--- src/rtl/dfe_cfg_pkg.sv ---
// -----------------------------------------------------------------------------
// dfe_cfg_pkg
// Shared types and defaults for the DFE configuration sequencer.
//   cfg_state_e : sequencer FSM states
//   comp_e      : register-bank component index (MSELx bit position)
//   DEF_*       : default CTRL-bank enable write (address / data)
// -----------------------------------------------------------------------------
package dfe_cfg_pkg;

    typedef enum logic [2:0] {
        IDLE,
        FETCH,
        ACCESS,
        CTRL_ACCESS,
        FINISH
    } cfg_state_e;

    typedef enum logic [1:0] {
        COMP_FRAC_DECI = 2'd0,
        COMP_IIR       = 2'd1,
        COMP_CTRL      = 2'd2,
        COMP_CIC_R     = 2'd3
    } comp_e;

    localparam int unsigned DEF_CTRL_ADDR    = 0;
    // bit0 = decimator clk_enable
    localparam int unsigned DEF_CTRL_EN_WORD = 1;

endpackage

--- src/rtl/dfe_cfg_sequencer_if.sv ---
// -----------------------------------------------------------------------------
// dfe_cfg_sequencer_if
// APB master-side request bus between the sequencer and the filter-array
// bridge.
//   MTRANS/MWRITE : transfer request / write strobe (master -> bridge)
//   MSELx         : one-hot component select        (master -> bridge)
//   MADDR/MWDATA  : write address / data            (master -> bridge)
//   m_ready       : bridge PREADY, access complete  (bridge -> master)
// -----------------------------------------------------------------------------
interface dfe_cfg_sequencer_if #(
    parameter int unsigned ADDR_WIDTH = 7,
    parameter int unsigned DATA_WIDTH = 20,
    parameter int unsigned COMP       = 4
);
    logic                  MTRANS;
    logic                  MWRITE;
    logic [COMP-1:0]       MSELx;
    logic [ADDR_WIDTH-1:0] MADDR;
    logic [DATA_WIDTH-1:0] MWDATA;
    logic                  m_ready;

    modport master (output MTRANS, MWRITE, MSELx, MADDR, MWDATA, input m_ready);
    modport slave  (input MTRANS, MWRITE, MSELx, MADDR, MWDATA, output m_ready);
endinterface

--- src/rtl/dfe_cfg_timeout.sv ---
// -----------------------------------------------------------------------------
// dfe_cfg_timeout
// Per-access watchdog: loaded when an access starts, counts down while the
// access is outstanding, flags expiry on the TIMEOUT-th outstanding cycle.
//   clk, rst : clock, synchronous active-high reset
//   clear    : force the counter to zero
//   load     : arm for a new access (takes effect on the first MTRANS cycle)
//   en       : access outstanding (MTRANS high)
//   expired  : TIMEOUT outstanding cycles reached in this cycle
// -----------------------------------------------------------------------------
module dfe_cfg_timeout #(
    parameter int unsigned TIMEOUT = 255
) (
    input  logic clk,
    input  logic rst,
    input  logic clear,
    input  logic load,
    input  logic en,
    output logic expired
);
    localparam int unsigned CNT_W = $clog2(TIMEOUT + 1);

    logic [CNT_W-1:0] cnt_q;

    // Loading TIMEOUT-1 makes the count reach zero on the TIMEOUT-th
    // outstanding cycle, so expiry acts at the end of exactly that cycle.
    always_ff @(posedge clk) begin
        if (rst || clear) begin
            cnt_q <= '0;
        end else if (load) begin
            cnt_q <= CNT_W'(TIMEOUT - 1);
        end else if (en && (cnt_q != '0)) begin
            cnt_q <= cnt_q - CNT_W'(1);
        end
    end

    assign expired = en && (cnt_q == '0);

endmodule

--- src/rtl/dfe_cfg_sequencer.sv ---
// -----------------------------------------------------------------------------
// dfe_cfg_sequencer
// Turns host load jobs into APB-bridge write transfers: N coefficient words
// to consecutive addresses of one component, optionally followed by the
// CTRL-bank clk_enable write.
//   clk, rst        : clock, synchronous active-high reset
//   cmd_*           : job request (valid/ready, comp, base, len, en_after)
//   wr_*            : coefficient word stream (valid/ready, data)
//   abort           : abandon the current job
//   bus (master)    : MTRANS/MWRITE/MSELx/MADDR/MWDATA out, m_ready in
//   busy/done/err   : job in progress / success pulse / failure pulse
// -----------------------------------------------------------------------------
module dfe_cfg_sequencer
    import dfe_cfg_pkg::*;
#(
    parameter int unsigned ADDR_WIDTH   = 7,
    parameter int unsigned DATA_WIDTH   = 20,
    parameter int unsigned COMP         = 4,
    parameter int unsigned LEN_WIDTH    = 7,
    parameter int unsigned CTRL_ADDR    = DEF_CTRL_ADDR,
    parameter int unsigned CTRL_EN_WORD = DEF_CTRL_EN_WORD,
    parameter int unsigned TIMEOUT      = 255
) (
    input  logic                   clk,
    input  logic                   rst,
    input  logic                   cmd_valid,
    output logic                   cmd_ready,
    input  logic [1:0]             cmd_comp,
    input  logic [ADDR_WIDTH-1:0]  cmd_base,
    input  logic [LEN_WIDTH-1:0]   cmd_len,
    input  logic                   cmd_en_after,
    input  logic                   wr_valid,
    output logic                   wr_ready,
    input  logic [DATA_WIDTH-1:0]  wr_data,
    input  logic                   abort,
    dfe_cfg_sequencer_if.master    bus,
    output logic                   busy,
    output logic                   done,
    output logic                   err
);
    // Range check needs one bit beyond the wider operand so base+len never wraps.
    localparam int unsigned SUM_W = ((LEN_WIDTH > ADDR_WIDTH) ? LEN_WIDTH : ADDR_WIDTH) + 1;
    localparam logic [SUM_W-1:0] RANGE_LIMIT = SUM_W'(1) << ADDR_WIDTH;

    cfg_state_e            state_q, state_d;
    comp_e                 comp_q;
    logic [ADDR_WIDTH-1:0] base_q;
    logic [LEN_WIDTH-1:0]  len_q, idx_q;
    logic                  en_after_q, abort_pend_q, ctrl_go_q, err_q;
    logic [COMP-1:0]       msel_q;
    logic [ADDR_WIDTH-1:0] maddr_q;
    logic [DATA_WIDTH-1:0] mwdata_q;

    logic [SUM_W-1:0] range_end;
    logic cmd_reject, mtrans, last_word, abort_seen, tmo_expired;
    logic latch_cmd, load_word, load_ctrl, idx_inc, end_access, tmo_load, err_set;

    assign range_end  = SUM_W'(cmd_base) + SUM_W'(cmd_len);
    assign cmd_reject = (range_end > RANGE_LIMIT) || ((cmd_len == '0) && !cmd_en_after);
    // CTRL_ACCESS spends one cycle (ctrl_go_q low) setting up the enable word,
    // which keeps MTRANS low between the last data word and the CTRL write.
    assign mtrans     = (state_q == ACCESS) || ((state_q == CTRL_ACCESS) && ctrl_go_q);
    assign last_word  = (idx_q == (len_q - LEN_WIDTH'(1)));
    assign abort_seen = abort_pend_q || abort;

    dfe_cfg_timeout #(.TIMEOUT(TIMEOUT)) u_timeout (
        .clk     (clk),
        .rst     (rst),
        .clear   (state_q == IDLE),
        .load    (tmo_load),
        .en      (mtrans),
        .expired (tmo_expired)
    );

    // NOTE: sequential state uses non-blocking assignments so every register samples pre-edge values.
    always_ff @(posedge clk) begin
        if (rst) state_q <= IDLE;
        else     state_q <= state_d;
    end

    // NOTE: every signal written here gets a default first, so no latch is inferred.
    always_comb begin
        state_d    = state_q;
        latch_cmd  = 1'b0;
        load_word  = 1'b0;
        load_ctrl  = 1'b0;
        idx_inc    = 1'b0;
        end_access = 1'b0;
        tmo_load   = 1'b0;
        err_set    = 1'b0;
        unique case (state_q)
            IDLE: begin
                if (cmd_valid) begin
                    latch_cmd = 1'b1;
                    if (cmd_reject || abort) err_set = 1'b1;
                    else if (cmd_len != '0)  state_d = FETCH;
                    else                     state_d = CTRL_ACCESS;
                end
            end
            FETCH: begin
                if (abort) begin
                    err_set = 1'b1;
                    state_d = IDLE;
                end else if (wr_valid) begin
                    load_word = 1'b1;
                    tmo_load  = 1'b1;
                    state_d   = ACCESS;
                end
            end
            ACCESS: begin
                // m_ready outranks both timeout and a pending abort.
                if (bus.m_ready) begin
                    idx_inc    = 1'b1;
                    end_access = 1'b1;
                    if (abort_seen) begin
                        err_set = 1'b1;
                        state_d = IDLE;
                    end else if (last_word) begin
                        state_d = en_after_q ? CTRL_ACCESS : FINISH;
                    end else begin
                        state_d = FETCH;
                    end
                end else if (tmo_expired) begin
                    end_access = 1'b1;
                    err_set    = 1'b1;
                    state_d    = IDLE;
                end
            end
            CTRL_ACCESS: begin
                if (!ctrl_go_q) begin
                    if (abort) begin
                        err_set = 1'b1;
                        state_d = IDLE;
                    end else begin
                        load_ctrl = 1'b1;
                        tmo_load  = 1'b1;
                    end
                end else if (bus.m_ready) begin
                    end_access = 1'b1;
                    if (abort_seen) begin
                        err_set = 1'b1;
                        state_d = IDLE;
                    end else begin
                        state_d = FINISH;
                    end
                end else if (tmo_expired) begin
                    end_access = 1'b1;
                    err_set    = 1'b1;
                    state_d    = IDLE;
                end
            end
            FINISH:  state_d = IDLE;
            default: state_d = IDLE;
        endcase
    end

    always_ff @(posedge clk) begin
        if (rst) begin
            comp_q       <= COMP_FRAC_DECI;
            base_q       <= '0;
            len_q        <= '0;
            en_after_q   <= 1'b0;
            idx_q        <= '0;
            abort_pend_q <= 1'b0;
            ctrl_go_q    <= 1'b0;
            err_q        <= 1'b0;
        end else begin
            err_q <= err_set;
            if (latch_cmd) begin
                comp_q     <= comp_e'(cmd_comp);
                base_q     <= cmd_base;
                len_q      <= cmd_len;
                en_after_q <= cmd_en_after;
                idx_q      <= '0;
            end else if (idx_inc) begin
                idx_q <= idx_q + LEN_WIDTH'(1);
            end
            // Abort during an outstanding access is remembered until it completes.
            if (state_d == IDLE)    abort_pend_q <= 1'b0;
            else if (abort && mtrans) abort_pend_q <= 1'b1;
            if (state_d != CTRL_ACCESS) ctrl_go_q <= 1'b0;
            else if (load_ctrl)         ctrl_go_q <= 1'b1;
        end
    end

    // NOTE: the bus datapath registers are reset too, so every bus output reads 0 after reset.
    always_ff @(posedge clk) begin
        if (rst) begin
            msel_q   <= '0;
            maddr_q  <= '0;
            mwdata_q <= '0;
        end else if (load_word) begin
            msel_q   <= COMP'(1) << comp_q;
            maddr_q  <= base_q + ADDR_WIDTH'(idx_q);
            mwdata_q <= wr_data;
        end else if (load_ctrl) begin
            msel_q   <= COMP'(1) << COMP_CTRL;
            maddr_q  <= ADDR_WIDTH'(CTRL_ADDR);
            mwdata_q <= DATA_WIDTH'(CTRL_EN_WORD);
        end else if (end_access) begin
            msel_q   <= '0;
        end
    end

    assign bus.MTRANS = mtrans;
    assign bus.MWRITE = mtrans;
    assign bus.MSELx  = msel_q;
    assign bus.MADDR  = maddr_q;
    assign bus.MWDATA = mwdata_q;

    assign cmd_ready = (state_q == IDLE);
    assign wr_ready  = (state_q == FETCH) && !abort;
    assign busy      = (state_q == FETCH) || (state_q == ACCESS) || (state_q == CTRL_ACCESS);
    assign done      = (state_q == FINISH);
    assign err       = err_q;

endmodule

--- src/flat_wrapper.sv ---
// flat-port wrapper written by rule: the top's interface ports become plain ports
module dfe_cfg_sequencer_flat import dfe_cfg_pkg::*;
#(
    parameter int unsigned ADDR_WIDTH   = 7,
    parameter int unsigned DATA_WIDTH   = 20,
    parameter int unsigned COMP         = 4,
    parameter int unsigned LEN_WIDTH    = 7,
    parameter int unsigned CTRL_ADDR    = DEF_CTRL_ADDR,
    parameter int unsigned CTRL_EN_WORD = DEF_CTRL_EN_WORD,
    parameter int unsigned TIMEOUT      = 255
)
  (clk, rst, cmd_valid, cmd_ready, cmd_comp, cmd_base, cmd_len, cmd_en_after, wr_valid, wr_ready, wr_data, abort, busy, done, err, bus_MTRANS, bus_MWRITE, bus_MSELx, bus_MADDR, bus_MWDATA, bus_m_ready);
  dfe_cfg_sequencer_if #(.ADDR_WIDTH(ADDR_WIDTH), .DATA_WIDTH(DATA_WIDTH), .COMP(COMP)) bus_i ();
  input  logic clk;
  input  logic rst;
  input  logic cmd_valid;
  output logic cmd_ready;
  input  logic [1:0] cmd_comp;
  input  logic [ADDR_WIDTH-1:0] cmd_base;
  input  logic [LEN_WIDTH-1:0] cmd_len;
  input  logic cmd_en_after;
  input  logic wr_valid;
  output logic wr_ready;
  input  logic [DATA_WIDTH-1:0] wr_data;
  input  logic abort;
  output logic busy;
  output logic done;
  output logic err;
  output wire logic [$bits(bus_i.MTRANS)-1:0] bus_MTRANS;
  output wire logic [$bits(bus_i.MWRITE)-1:0] bus_MWRITE;
  output wire logic [$bits(bus_i.MSELx)-1:0] bus_MSELx;
  output wire logic [$bits(bus_i.MADDR)-1:0] bus_MADDR;
  output wire logic [$bits(bus_i.MWDATA)-1:0] bus_MWDATA;
  input wire logic [$bits(bus_i.m_ready)-1:0] bus_m_ready;
  assign bus_MTRANS = bus_i.MTRANS;
  assign bus_MWRITE = bus_i.MWRITE;
  assign bus_MSELx = bus_i.MSELx;
  assign bus_MADDR = bus_i.MADDR;
  assign bus_MWDATA = bus_i.MWDATA;
  assign bus_i.m_ready = bus_m_ready;
  dfe_cfg_sequencer #(.ADDR_WIDTH(ADDR_WIDTH), .DATA_WIDTH(DATA_WIDTH), .COMP(COMP), .LEN_WIDTH(LEN_WIDTH), .CTRL_ADDR(CTRL_ADDR), .CTRL_EN_WORD(CTRL_EN_WORD), .TIMEOUT(TIMEOUT)) u_core (.clk(clk), .rst(rst), .cmd_valid(cmd_valid), .cmd_ready(cmd_ready), .cmd_comp(cmd_comp), .cmd_base(cmd_base), .cmd_len(cmd_len), .cmd_en_after(cmd_en_after), .wr_valid(wr_valid), .wr_ready(wr_ready), .wr_data(wr_data), .abort(abort), .bus(bus_i), .busy(busy), .done(done), .err(err));
endmodule
--- config.mk ---
export PLATFORM = sky130hd
export DESIGN_NAME = dfe_cfg_sequencer_flat
export DESIGN_NICKNAME = d
export VERILOG_FILES = /design/src/rtl/dfe_cfg_pkg.sv /design/src/rtl/dfe_cfg_sequencer_if.sv /design/src/rtl/dfe_cfg_timeout.sv /design/src/rtl/dfe_cfg_sequencer.sv /design/src/flat_wrapper.sv
export SDC_FILE = /design/constraint.sdc
export NUM_CORES = 1
export LEC_CHECK = 0
export ABC_AREA = 0
export BUFFER_PORTS_ARGS = -buffer_cell sky130_fd_sc_hd__buf_2
export CAP_MARGIN = 0
export CORE_MARGIN = 1
export CORE_UTILIZATION = 54
export CTS_CLUSTER_SIZE = 16
export DETAILED_ROUTE_END_ITERATION = 16
export PLACE_DENSITY = 0.82
export SLEW_MARGIN = 20
export SYNTH_ARGS = -nofsm -noshare
export SYNTH_HDL_FRONTEND = slang
export SYNTH_SLANG_ARGS = --single-unit
--- constraint.sdc ---
create_clock -name clk -period 5 [get_ports clk]
set_input_delay 0.75 -clock clk [delete_from_list [all_inputs] [get_ports clk]]
set_output_delay 0.75 -clock clk [all_outputs]
set_load 0.01 [all_outputs]
Word-level counts from Yosys, hierarchy flattened --
Index checks and enable logic that the tools add are counted.
Operators by class: shifts and indexed selects 1, equal/unequal tests 6, reductions and logical operators 28, mux-type cells 46, $lt $le $gt $ge 1, add/subtract/negate cells 5
Operators by type and width (number):
- $mux 20 | 2
- $mux 3 | 13
- $mux 1 | 19
- $mux 8 | 2
- $mux 7 | 2
- $mux 4 | 3
- $pmux 3 s4 | 1
- $add 7x7->8 | 1
- $gt 8x8->1 const B | 1
- $logic_not 8->1 | 1
- $reduce_bool 8->1 | 1
- $reduce_or 2->1 | 4
- $sub 8x1->8 const B | 1
- $add 7x1->7 const B | 1
- $add 7x7->7 | 1
- $eq 7x7->1 | 1
- $logic_not 7->1 | 1
- $logic_or 1x1->1 | 7
- $reduce_bool 7->1 | 1
- $sub 7x1->7 const B | 1
- $eq 3x2->1 const B | 2
- $logic_and 1x1->1 | 6
- $logic_not 3->1 | 2
- $pmux 1 s2 | 2
- other kinds (9) | 11
Storage, ports and cells: register bits after elaboration 69, word-level logic and storage cells 101, input port bits 43, output and inout bits 38

Longest topological paths before layout --
Gate-level depths: netlist (run 1).
word-level depth 11, depth in mapped cells 9

Cells and area by module --
A second synthesis (run 1) with hierarchy kept.
Unflattened totals: cell total of the unflattened synthesis 419, area total of the unflattened synthesis 3577.2 sq um
Modules (own cells, without submodules):
- dfe_cfg_sequencer | instances 1, cells each 372, area an instance 3146.8 sq um
- dfe_cfg_timeout | instances 1, cells each 47, area an instance 430.4 sq um

Worst setup path after synthesis (run 1) --
OpenSTA, ideal clock, no wires.
kind input to register, from input cmd_base[0], to register u_core.abort_pend_q, arrival time 2710 ps, stages on the path 8, library setup time 115 ps, setup slack 2176 ps, required time 4885 ps, cells stage by stage ha_1 fa_1 a211oi_2 nor2_1 o311ai_1 a2111oi_4 a211o_2 o21a_1
Between the ends: cells in the longest elaborated chain, start to end 9
RTL lines:
- from (decl) | RTL line flat_wrapper.sv:19 | input logic [ADDR_WIDTH-1:0] cmd_base;
- $add 7x7->8 | RTL line dfe_cfg_sequencer.sv:58 | assign range_end = SUM_W'(cmd_base) + SUM_W'(cmd_len);
- $gt 8x8->1 | RTL line dfe_cfg_sequencer.sv:59 | assign cmd_reject = (range_end > RANGE_LIMIT) || ((cmd_len == '0) && !cmd_en_after);
- $logic_or 1x1->1 | RTL line dfe_cfg_sequencer.sv:59
- $logic_or 1x1->1 | RTL line dfe_cfg_sequencer.sv:95 | if (cmd_reject || abort) err_set = 1'b1;
- $mux 3 | RTL line dfe_cfg_sequencer.sv:95
- $mux 3 | RTL line dfe_cfg_sequencer.sv:93 | if (cmd_valid) begin
- $pmux 3 s4 | RTL line dfe_cfg_sequencer.sv:91 | unique case (state_q)
- $logic_not 3->1 | RTL line dfe_cfg_sequencer.sv:179 | if (state_d == IDLE) abort_pend_q <= 1'b0;
- $reduce_or 2->1 (no source line)
- to (signal assigned) | RTL line dfe_cfg_sequencer.sv:164 | abort_pend_q <= 1'b0;
- to (signal assigned) | RTL line dfe_cfg_sequencer.sv:179
- to (signal assigned) | RTL line dfe_cfg_sequencer.sv:180 | else if (abort && mtrans) abort_pend_q <= 1'b1;
- to (decl) | RTL line dfe_cfg_sequencer.sv:49 | logic en_after_q, abort_pend_q, ctrl_go_q, err_q;
Every way passes these cells. A chain may end at the register's enable or synchronous reset.

Worst setup path after layout (run 1) --
from input cmd_base[0], to register u_core.ctrl_go_q
Between the ends: cells in the longest elaborated chain, start to end 9
RTL lines:
- $add 7x7->8 | RTL line dfe_cfg_sequencer.sv:58
- $gt 8x8->1 | RTL line dfe_cfg_sequencer.sv:59
- $logic_or 1x1->1 | RTL line dfe_cfg_sequencer.sv:59
- $logic_or 1x1->1 | RTL line dfe_cfg_sequencer.sv:95
- $mux 3 | RTL line dfe_cfg_sequencer.sv:95
- $mux 3 | RTL line dfe_cfg_sequencer.sv:93
- $pmux 3 s4 | RTL line dfe_cfg_sequencer.sv:91
- $ne 3x2->1 | RTL line dfe_cfg_sequencer.sv:181 | if (state_d != CTRL_ACCESS) ctrl_go_q <= 1'b0;
- $reduce_or 2->1 (no source line)
- to (signal assigned) | RTL line dfe_cfg_sequencer.sv:165 | ctrl_go_q <= 1'b0;
- to (signal assigned) | RTL line dfe_cfg_sequencer.sv:181
- to (signal assigned) | RTL line dfe_cfg_sequencer.sv:182 | else if (load_ctrl) ctrl_go_q <= 1'b1;
- to (decl) | RTL line dfe_cfg_sequencer.sv:49
Every way passes these cells.

==> metrics.csv, run 1 <==
metric;value;unit
Fin Clk Skew;0.0102;ns
Buffers on Ports;80;
Post-synth top cells;69 x dfxtp_1, 54 x nor2_1, 53 x nand2_1;
Pleak;0.00175;uW
# IOs;81;
Max Cap Viol;0;
register area;1380;sq um
area of the multi-input gates;2000;sq um
global-route wire length before repair;12300;microns
Die Ht;82.7;microns
critical path data arrival time;3.09;ns
fin area;4150;sq um
Fmax;358;MHz
hpwl dp;5820;microns
Antenna Cells;0;
main flop type after synthesis;dfxtp_1;
Tmin final;2.80;ns
Root Driver;clkbuf_8;
sequential fraction of the synthesis area;39.3;%
Final Hold Vio Count;0;
# DRC;0;
mean post-synth cell area;8.41;sq um
clock-pin slew on the worst setup and hold paths;0.08;ns
most common cell in the synthesized netlist;dfxtp_1;
CTS hold repair buffers;0;
Core Util, Final;65.8;%
largest cells by area after synthesis;dfxtp_1 39%, a22oi_1 6.0%, nor2_1 5.8%, ha_1 5.7%, nand2_1 5.7%;
DRT antenna net count;0;
initial antenna violation count;0;
starting DRC count in detailed routing;208;
area grow syn2layout;18.2;%
Cell variety after synth;58;
CTS Buf Count;9;
unrepaired setup endpoints after global routing;false;
Nets;548;
hold crit path type;reg2reg;
post-synth top area cell;dfxtp_1;
post-cts repair resize count;0;
die span in x;82.7;microns
EDFF count, synth;0;
# fillers;533;
worst-skew pair later-pin latency;0.35;ns
TritonCTS clock tree;built;
Core Footprint;6310;sq um
status;complete, no violations;
Setup TNS Final;0;ns
crit end category;flop;
clock tree buffer depth;2;
Max-slew headroom;32.5;%
maximum VDD drop;0.000212;V
post-route insts no fill;569;
# rows;29;
Post-CTS Repair Setup Buffers;0;
Worst Max-Slew Pin Slew;1.01;ns
starting density of the core;55.6;%
vias in the first global route;2760;
largest net degree at the start of global routing;57;
crit path kind;in2reg;
FFs w/ async S/R, synth;0;%
count of final setup violators;0;
post-synthesis cell count;418;
detailed-route vias per instance;5.64;
startpoint types;input port;
dpl cells;553;
Slew Limit Fails;0;
H-tree depth;3;
clock sinks;69;
Cell Area, Placed;3920;sq um
gr usage total;24.1;%
worst path required time;5.29;ns
top cell type's share of synthesized area;39.3;%
vias;3209;
pwr dens;297;nW/um^2
Mapped Area;3510;sq um
register bit count reported by yosys;69;
die area;6830;sq um
total overflow reported by the global router;0;
Synth Net Count;479;
share of cells above drive strength 1;23.0;%
Ys Warns;0;
total wire length;8060;microns
Pre-Repair DR Iteration Count;5;
GPL Wtd Cong;0.863;
wire per inst;14.2;microns
final worst path period share;55.9;%
CP max FO;3;
layer usage:
metal | track usage, % | routed length [microns]
met5 | 0 | 0
met4 | 10.0 | 136
met3 | 5.16 | 492
met2 | 41.6 | 3950
met1 | 28.9 | 3490
layout make-up:
type	count	share of cell area, %
multi-input combinational	313	48.1
sequential	69	33.3
timing repair buffer	80	9.64
clock buffer	9	2.98
clock inverter	7	2.47
tap	77	2.32
inverter	14	1.27
through the flow:
stage	worst slack, ns	hold slack [ns]	power, uW
final	2.20	0.472	1230
after global routing	2.11	0.504	1290
after CTS	2.21	0.471	1240
after detailed placement	1.86	0.460	726
after global placement	1.95	0.448	721
after floorplan	2.18	0.440	681
cells in the final DEF, fill, tap and decap left out, types with 2 or more instances in the layout:
cell type | Yosys | routed
nor3b_2 | 3 | 3
a21oi_1 | 37 | 37
nor4_1 | 4 | 4
dfxtp_1 | 69 | 69
inv_1 | 14 | 14
a22oi_1 | 28 | 28
o21bai_1 | 3 | 3
and2_1 | 3 | 3
nor3b_1 | 4 | 4
nor3_1 | 10 | 10
a31oi_1 | 3 | 3
nand2_1 | 53 | 53
nor2b_1 | 2 | 2
nor2_1 | 54 | 53
o21ai_0 | 9 | 9
bufinv_16 | 0 | 2
xnor2_1 | 18 | 18
clkbuf_8 | 0 | 9
nand2b_1 | 7 | 7
ha_1 | 16 | 16
inv_6 | 0 | 4
or4_1 | 3 | 3
a32oi_1 | 2 | 2
buf_2 | 4 | 80
xor2_1 | 10 | 10
nand4_1 | 4 | 4
or3_1 | 2 | 2
a21o_1 | 3 | 2
fa_1 | 2 | 2
nand3_1 | 5 | 5
logic make-up (layout without fill, tap and decap cells):
| family | after synthesis | count (layout) | share of synthesized area (%) |
|---|---|---|---|
| compound gates | 101 | 101 | 19.6 |
| xor+xnor | 28 | 28 | 6.98 |
| fa+ha+maj | 18 | 18 | 6.84 |
| buf+inv | 36 | 110 | 4.10 |
| flops | 69 | 69 | 39.3 |
| mux | 2 | 2 | 0.605 |
| simple gates | 164 | 164 | 22.5 |
registers in the layout, summed over array words and instances, names as in the netlist:
name                    cells
u_core.abort_pend_q         1
u_core.base_q               7
u_core.bus.MADDR            7
u_core.bus.MSELx            4
u_core.bus.MWDATA          20
u_core.comp_q               2
u_core.ctrl_go_q            1
u_core.en_after_q           1
u_core.err                  1
u_core.idx_q                7
u_core.len_q                7
u_core.state_q              3
u_core.u_timeout.cnt_q      8
report_power, final:
group | switching [uW] | internal, uW
Sequential | 12.3 | 561
Combinational | 81.6 | 59.2
Clock | 230 | 288
worst paths after layout:
| check | end | depth (start not counted) | startpoint | slack (ns) |
|---|---|---|---|---|
| max | u_core.ctrl_go_q | 10 | cmd_base[0] | 2.20 |
| min | u_core.base_q[4] | 2 | u_core.base_q[4] | 0.47 |
| max reg2reg | u_core.state_q[1] | 7 | u_core.state_q[1] | 2.50 |
| min reg2reg | u_core.base_q[4] | 2 | u_core.base_q[4] | 0.47 |
worst max-delay path, cell delays in order:
cell and delay [ns]:
buf_2 0.11, ha_1 0.22, fa_1 0.43, a211oi_2 0.30, o21ba_1 0.16, o21ai_0 0.13, a2111oi_4 0.42, o221ai_2 0.19
o211ai_2 0.18, and4_1 0.20
Note: power is estimated with default switching activity, not from simulation.
==> run 2, diff against run 1 <==
CORE_UTILIZATION = 49   (was 54)
PLACE_DENSITY = 0.79   (was 0.82)
clock period = 2.4 ns   (was 5 ns; I/O delays follow)
==> run 2 against run 1 <==
Compared with the run above: non-clock buffer count increased by 13; first-iteration DRC count decreased by 25%; power increased by 110%; utilization decreased by 3.1 points; critical path type is now reg2reg; highest routed layer unchanged; critical endpoint unchanged.
==> metrics.csv, run 2 (synthesis results as in run 1) <==
metric;value;unit
status;complete, no violations;
vias in the first global route;3120;
# DRC;0;
starting density of the core;51.1;%
starting DRC count in detailed routing;157;
total wire length;8700;microns
Fin Clk Skew;0.0146;ns
hold_ws;0.243;ns
final worst path period share;95.8;%
# IOs;81;
gr usage total;24.4;%
H-tree depth;3;
total overflow reported by the global router;0;
Buffers on Ports;80;
# fillers;594;
hpwl dp;6270;microns
most frequent cells in the layout;80 x buf_2, 68 x dfxtp_1, 53 x nor2_1, 53 x nand2_1, 37 x a21oi_1;
largest net degree at the start of global routing;36;
CP max FO;4;
Antenna Cells;0;
CTS Buf Count;9;
count of final setup violators;0;
most common cell after layout, fill and taps aside;buf_2;
Max Cap Viol;0;
worst path required time;2.66;ns
TritonCTS clock tree;built;
worst-skew pair later-pin latency;0.35;ns
Core Util, Final;62.7;%
Slew Limit Fails;0;
vias;3312;
Die Ht;86.7;microns
Final Hold Vio Count;0;
startpoint types;flop;
global-route wire length before repair;14300;microns
maximum VDD drop;0.000522;V
share of cells above drive strength 1;26.3;%
Tmin final;2.30;ns
Pre-Repair DR Iteration Count;5;
Power, Total;2580;uW
crit path kind;reg2reg;
critical path data arrival time;2.55;ns
crit end category;flop;
# rows;30;
clock sinks;69;
Root Driver;clkbuf_8;
Fmax;435;MHz
die span in x;86.7;microns
initial antenna violation count;0;
GPL Wtd Cong;0.891;
die area;7510;sq um
DRT antenna net count;0;
Max-slew headroom;64.1;%
clock tree buffer depth;2;
pwr dens;599;nW/um^2
Pleak;0.00182;uW
Core Footprint;6870;sq um
wire per inst;14.5;microns
Worst Max-Slew Pin Slew;0.537;ns
clock-pin slew on the worst setup and hold paths;0.09;ns
area grow syn2layout;22.6;%
hold crit path type;in2reg;
detailed-route vias per instance;5.51;
max FFs per register;20;
Nets;561;
run 2: cell count changes in the layout (fill, tap and decap cells not counted), sizes merged:
cell,previous run,this run
inv,18,15
clkinv,0,3
buf,80,93
run 2: per-layer routing:
layer | global-route usage [%] | part of all wire, %
met5 | 0 | 0
met4 | 8.79 | 1.7
met3 | 6.19 | 4.6
met2 | 42.6 | 52
met1 | 28.8 | 42
run 2: repair_timing:
action                                  4_1_cts  5_1_grt
endpoints found under the setup margin        1        5
pin swaps                                     0        3
resized for setup                             1        7
setup buffers                                 0        1
hold buffers                                  0        0
cloned                                        0        0
run 2: cell type report:
type	instances	area, sq um	share of cell area [%]
multi-input cells	313	2030	47.2
flip-flops and latches	69	1380	32.1
repair buffers	93	498	11.6
clock buffers	9	124	2.88
well taps	96	120	2.79
clock inverters	7	98.8	2.29
inverters	14	52.6	1.22
run 2: metrics by stage:
step | cell area (sq um) | setup WS (ns) | TNS, ns | instances
after floorplan | 3520 | 0.0284 | 0 | 418
after global placement | 4040 | -0.204 | -0.821 | 584
after detailed placement | 4040 | -0.290 | -1.22 | 584
after CTS | 4270 | 0.0352 | 0 | 600
after global routing | 4310 | -0.0375 | -0.0375 | 601
final | 4310 | 0.102 | 0 | 601
run 2: power by group:
group          internal (uW)  switching (uW)
combinational            140             187
clock                    590             466
sequential              1170            27.1
run 2: critical path, stage by stage, from the launching register on:
cell	delay, ns
dfxtp_1	0.39
inv_1	0.06
ha_1	0.20
xnor2_1	0.22
xnor2_1	0.13
nor4_2	0.31
nand3_2	0.17
o41ai_2	0.35
nand4_1	0.17
and4_1	0.21
run 2: final timing paths:
path	slack [ns]	from	depth (start not counted)	end
max	0.10	u_core.len_q[1]	9	u_core.ctrl_go_q
min reg2reg	0.47	u_core.bus.MWDATA[0]	2	u_core.bus.MWDATA[0]
min	0.24	wr_data[14]	3	u_core.bus.MWDATA[14]
max reg2reg	0.10	u_core.len_q[1]	9	u_core.ctrl_go_q
==> run 3, diff against run 2 <==
CORE_UTILIZATION = 45   (was 49)
PLACE_DENSITY = 0.73   (was 0.79)
RECOVER_POWER = 50   (was not set)
==> run 3 against run 2 <==
Compared with the run above: utilization shrank 4.1 points; flip-flop and latch count unchanged; power is 0.96% higher; hold slack gained 0.0045 ns; sequential share of layout area down 0.25 points; global-route usage down 2.8 points; register-to-register slack better by 0.13 ns; final cell count increased by 2.5%; clock skew shrank 0.0047 ns; routed wire length decreased by 3.5%; critical endpoint is now u_core.state_q[0].
==> metrics.csv, run 3 (synthesis results as in run 1) <==
metric;value;unit
Die Ht;90.4;microns
Sw Share;26.3;%
maximum VDD drop;0.000267;V
worst-skew pair later-pin latency;0.35;ns
Nets;573;
Final Hold Vio Count;0;
H-tree depth;3;
GPL Wtd Cong;0.851;
clock sinks;69;
Worst Max-Slew Pin Slew;0.698;ns
area grow syn2layout;23.6;%
crit end category;flop;
count of final setup violators;0;
startpoint types;input port;
largest net degree at the start of global routing;26;
Setup TNS Final;0;ns
CTS hold repair buffers;0;
most frequent cells in the layout;68 x dfxtp_1, 53 x nor2_1, 53 x nand2_1;
Psw;686;uW
Pre-Repair DR Iteration Count;4;
Max-slew headroom;53.5;%
post-cts repair resize count;0;
starting DRC count in detailed routing;136;
global-route wire length before repair;14400;microns
Post-CTS Repair Setup Buffers;0;
worst path required time;2.68;ns
Crit. path cell count;10;
detailed-route vias per instance;5.33;
CP delay by family, top;compound AO/OA/AOI/OAI gates;
final worst path period share;94.8;%
total wire length;8390;microns
Fmax;439;MHz
Slew Limit Fails;0;
status;complete, no violations;
# IOs;81;
critical path data arrival time;2.56;ns
total overflow reported by the global router;0;
die area;8160;sq um
Pleak;0.00174;uW
DRT antenna net count;0;
crit path kind;in2reg;
cell-by-cell trace of the critical path;buf_2, ha_1, fa_1, a211oi_2, or4_1, o311ai_2, a2111oi_4, o221ai_2, o211ai_2, nor3b_2;
TritonCTS clock tree;built;
# rows;31;
Max Cap Viol;0;
wire per inst;13.6;microns
Max stage delay on crit path;0.42;ns
Buffers on Ports;80;
# DRC;0;
max FFs per register;20;
vias in the first global route;3106;
vias;3284;
Antenna Cells;0;
most common cell after layout, fill and taps aside;dfxtp_1;
Fin Clk Skew;0.00988;ns
worst path bufs/invs;1;
pwr dens;600;nW/um^2
hold crit path type;in2reg;
initial antenna violation count;0;
power share of the sequential group;45.9;%
unrepaired setup endpoints after global routing;false;
starting density of the core;47.4;%
Power, Total;2610;uW
share of cells above drive strength 1;20.9;%
die span in x;90.4;microns
CP max-delay cell;fa_1;
Core Footprint;7410;sq um
hpwl dp;6410;microns
clock-pin slew on the worst setup and hold paths;0.09;ns
Power Internal;1920;uW
cell depth of the worst flop-to-flop path;9;
Root Driver;clkbuf_8;
Tmin final;2.28;ns
Hold Path Cell Cnt;3;
clock tree buffer depth;2;
CTS Buf Count;9;
Combinational Power Share;12.6;%
gr usage total;21.5;%
CP max FO;3;
Clock power frac;41.5;%
## run 3: per-stage QoR
step                cell area (sq um)  std cells  setup slack [ns]  utilization (%)  hold WS, ns
CTS                              4370        616            0.0610             59.0        0.237
global route                     4340        616           0.00258             58.6        0.246
global placement                 4140        600            -0.198             55.9        0.442
detailed placement               4140        600            -0.284             55.9        0.459
floorplan                        3520        418            0.0284                -        0.440
finish                           4340        616             0.124             58.6        0.248
## run 3: power by group through the flow
stage               combinational, uW  sequential (uW)  clock [uW]
floorplan                         205             1220           0
global placement                  321             1220           0
detailed placement                327             1220           0
CTS                               330             1190        1100
global route                      366             1200        1150
finish                            329             1200        1080
## run 3: metal layers
| metal | global-route usage (%) | vias to the layer above | wire length (microns) |
|---|---|---|---|
| li1 | - | 1651 | - |
| met1 | 26.5 | 1554 | 3780 |
| met2 | 37.1 | 66 | 4200 |
| met3 | 4.63 | 13 | 308 |
| met4 | 7.39 | 0 | 108 |
| met5 | 0 | - | 0 |
## run 3: layout make-up
cell class,count,area (sq um)
Clock buffer,9,124
Sequential cell,69,1380
Fill cell,678,3070
Inverter,14,52.6
Timing Repair Buffer,105,544
Tap cell,99,124
Multi-Input combinational cell,313,2010
Clock inverter,7,104
## run 3: path summary, 6_finish.rpt
path / start / end / slack (ns)
max reg2reg: u_core.len_q[1] / u_core.ctrl_go_q / 0.23
min: wr_data[15] / u_core.bus.MWDATA[15] / 0.25
min reg2reg: u_core.base_q[3] / u_core.base_q[3] / 0.47
max: cmd_base[0] / u_core.state_q[0] / 0.12
## run 3: worst register-to-register path, delay by kind of cell (launching register included)
kind                       cells  cell delay [ns]
AOI/OAI and AO/OA              4             0.60
adders and majority gates      1             0.20
DFF                            1             0.39
buffers and inverters          1             0.06
and+or+nand+nor                3             0.87
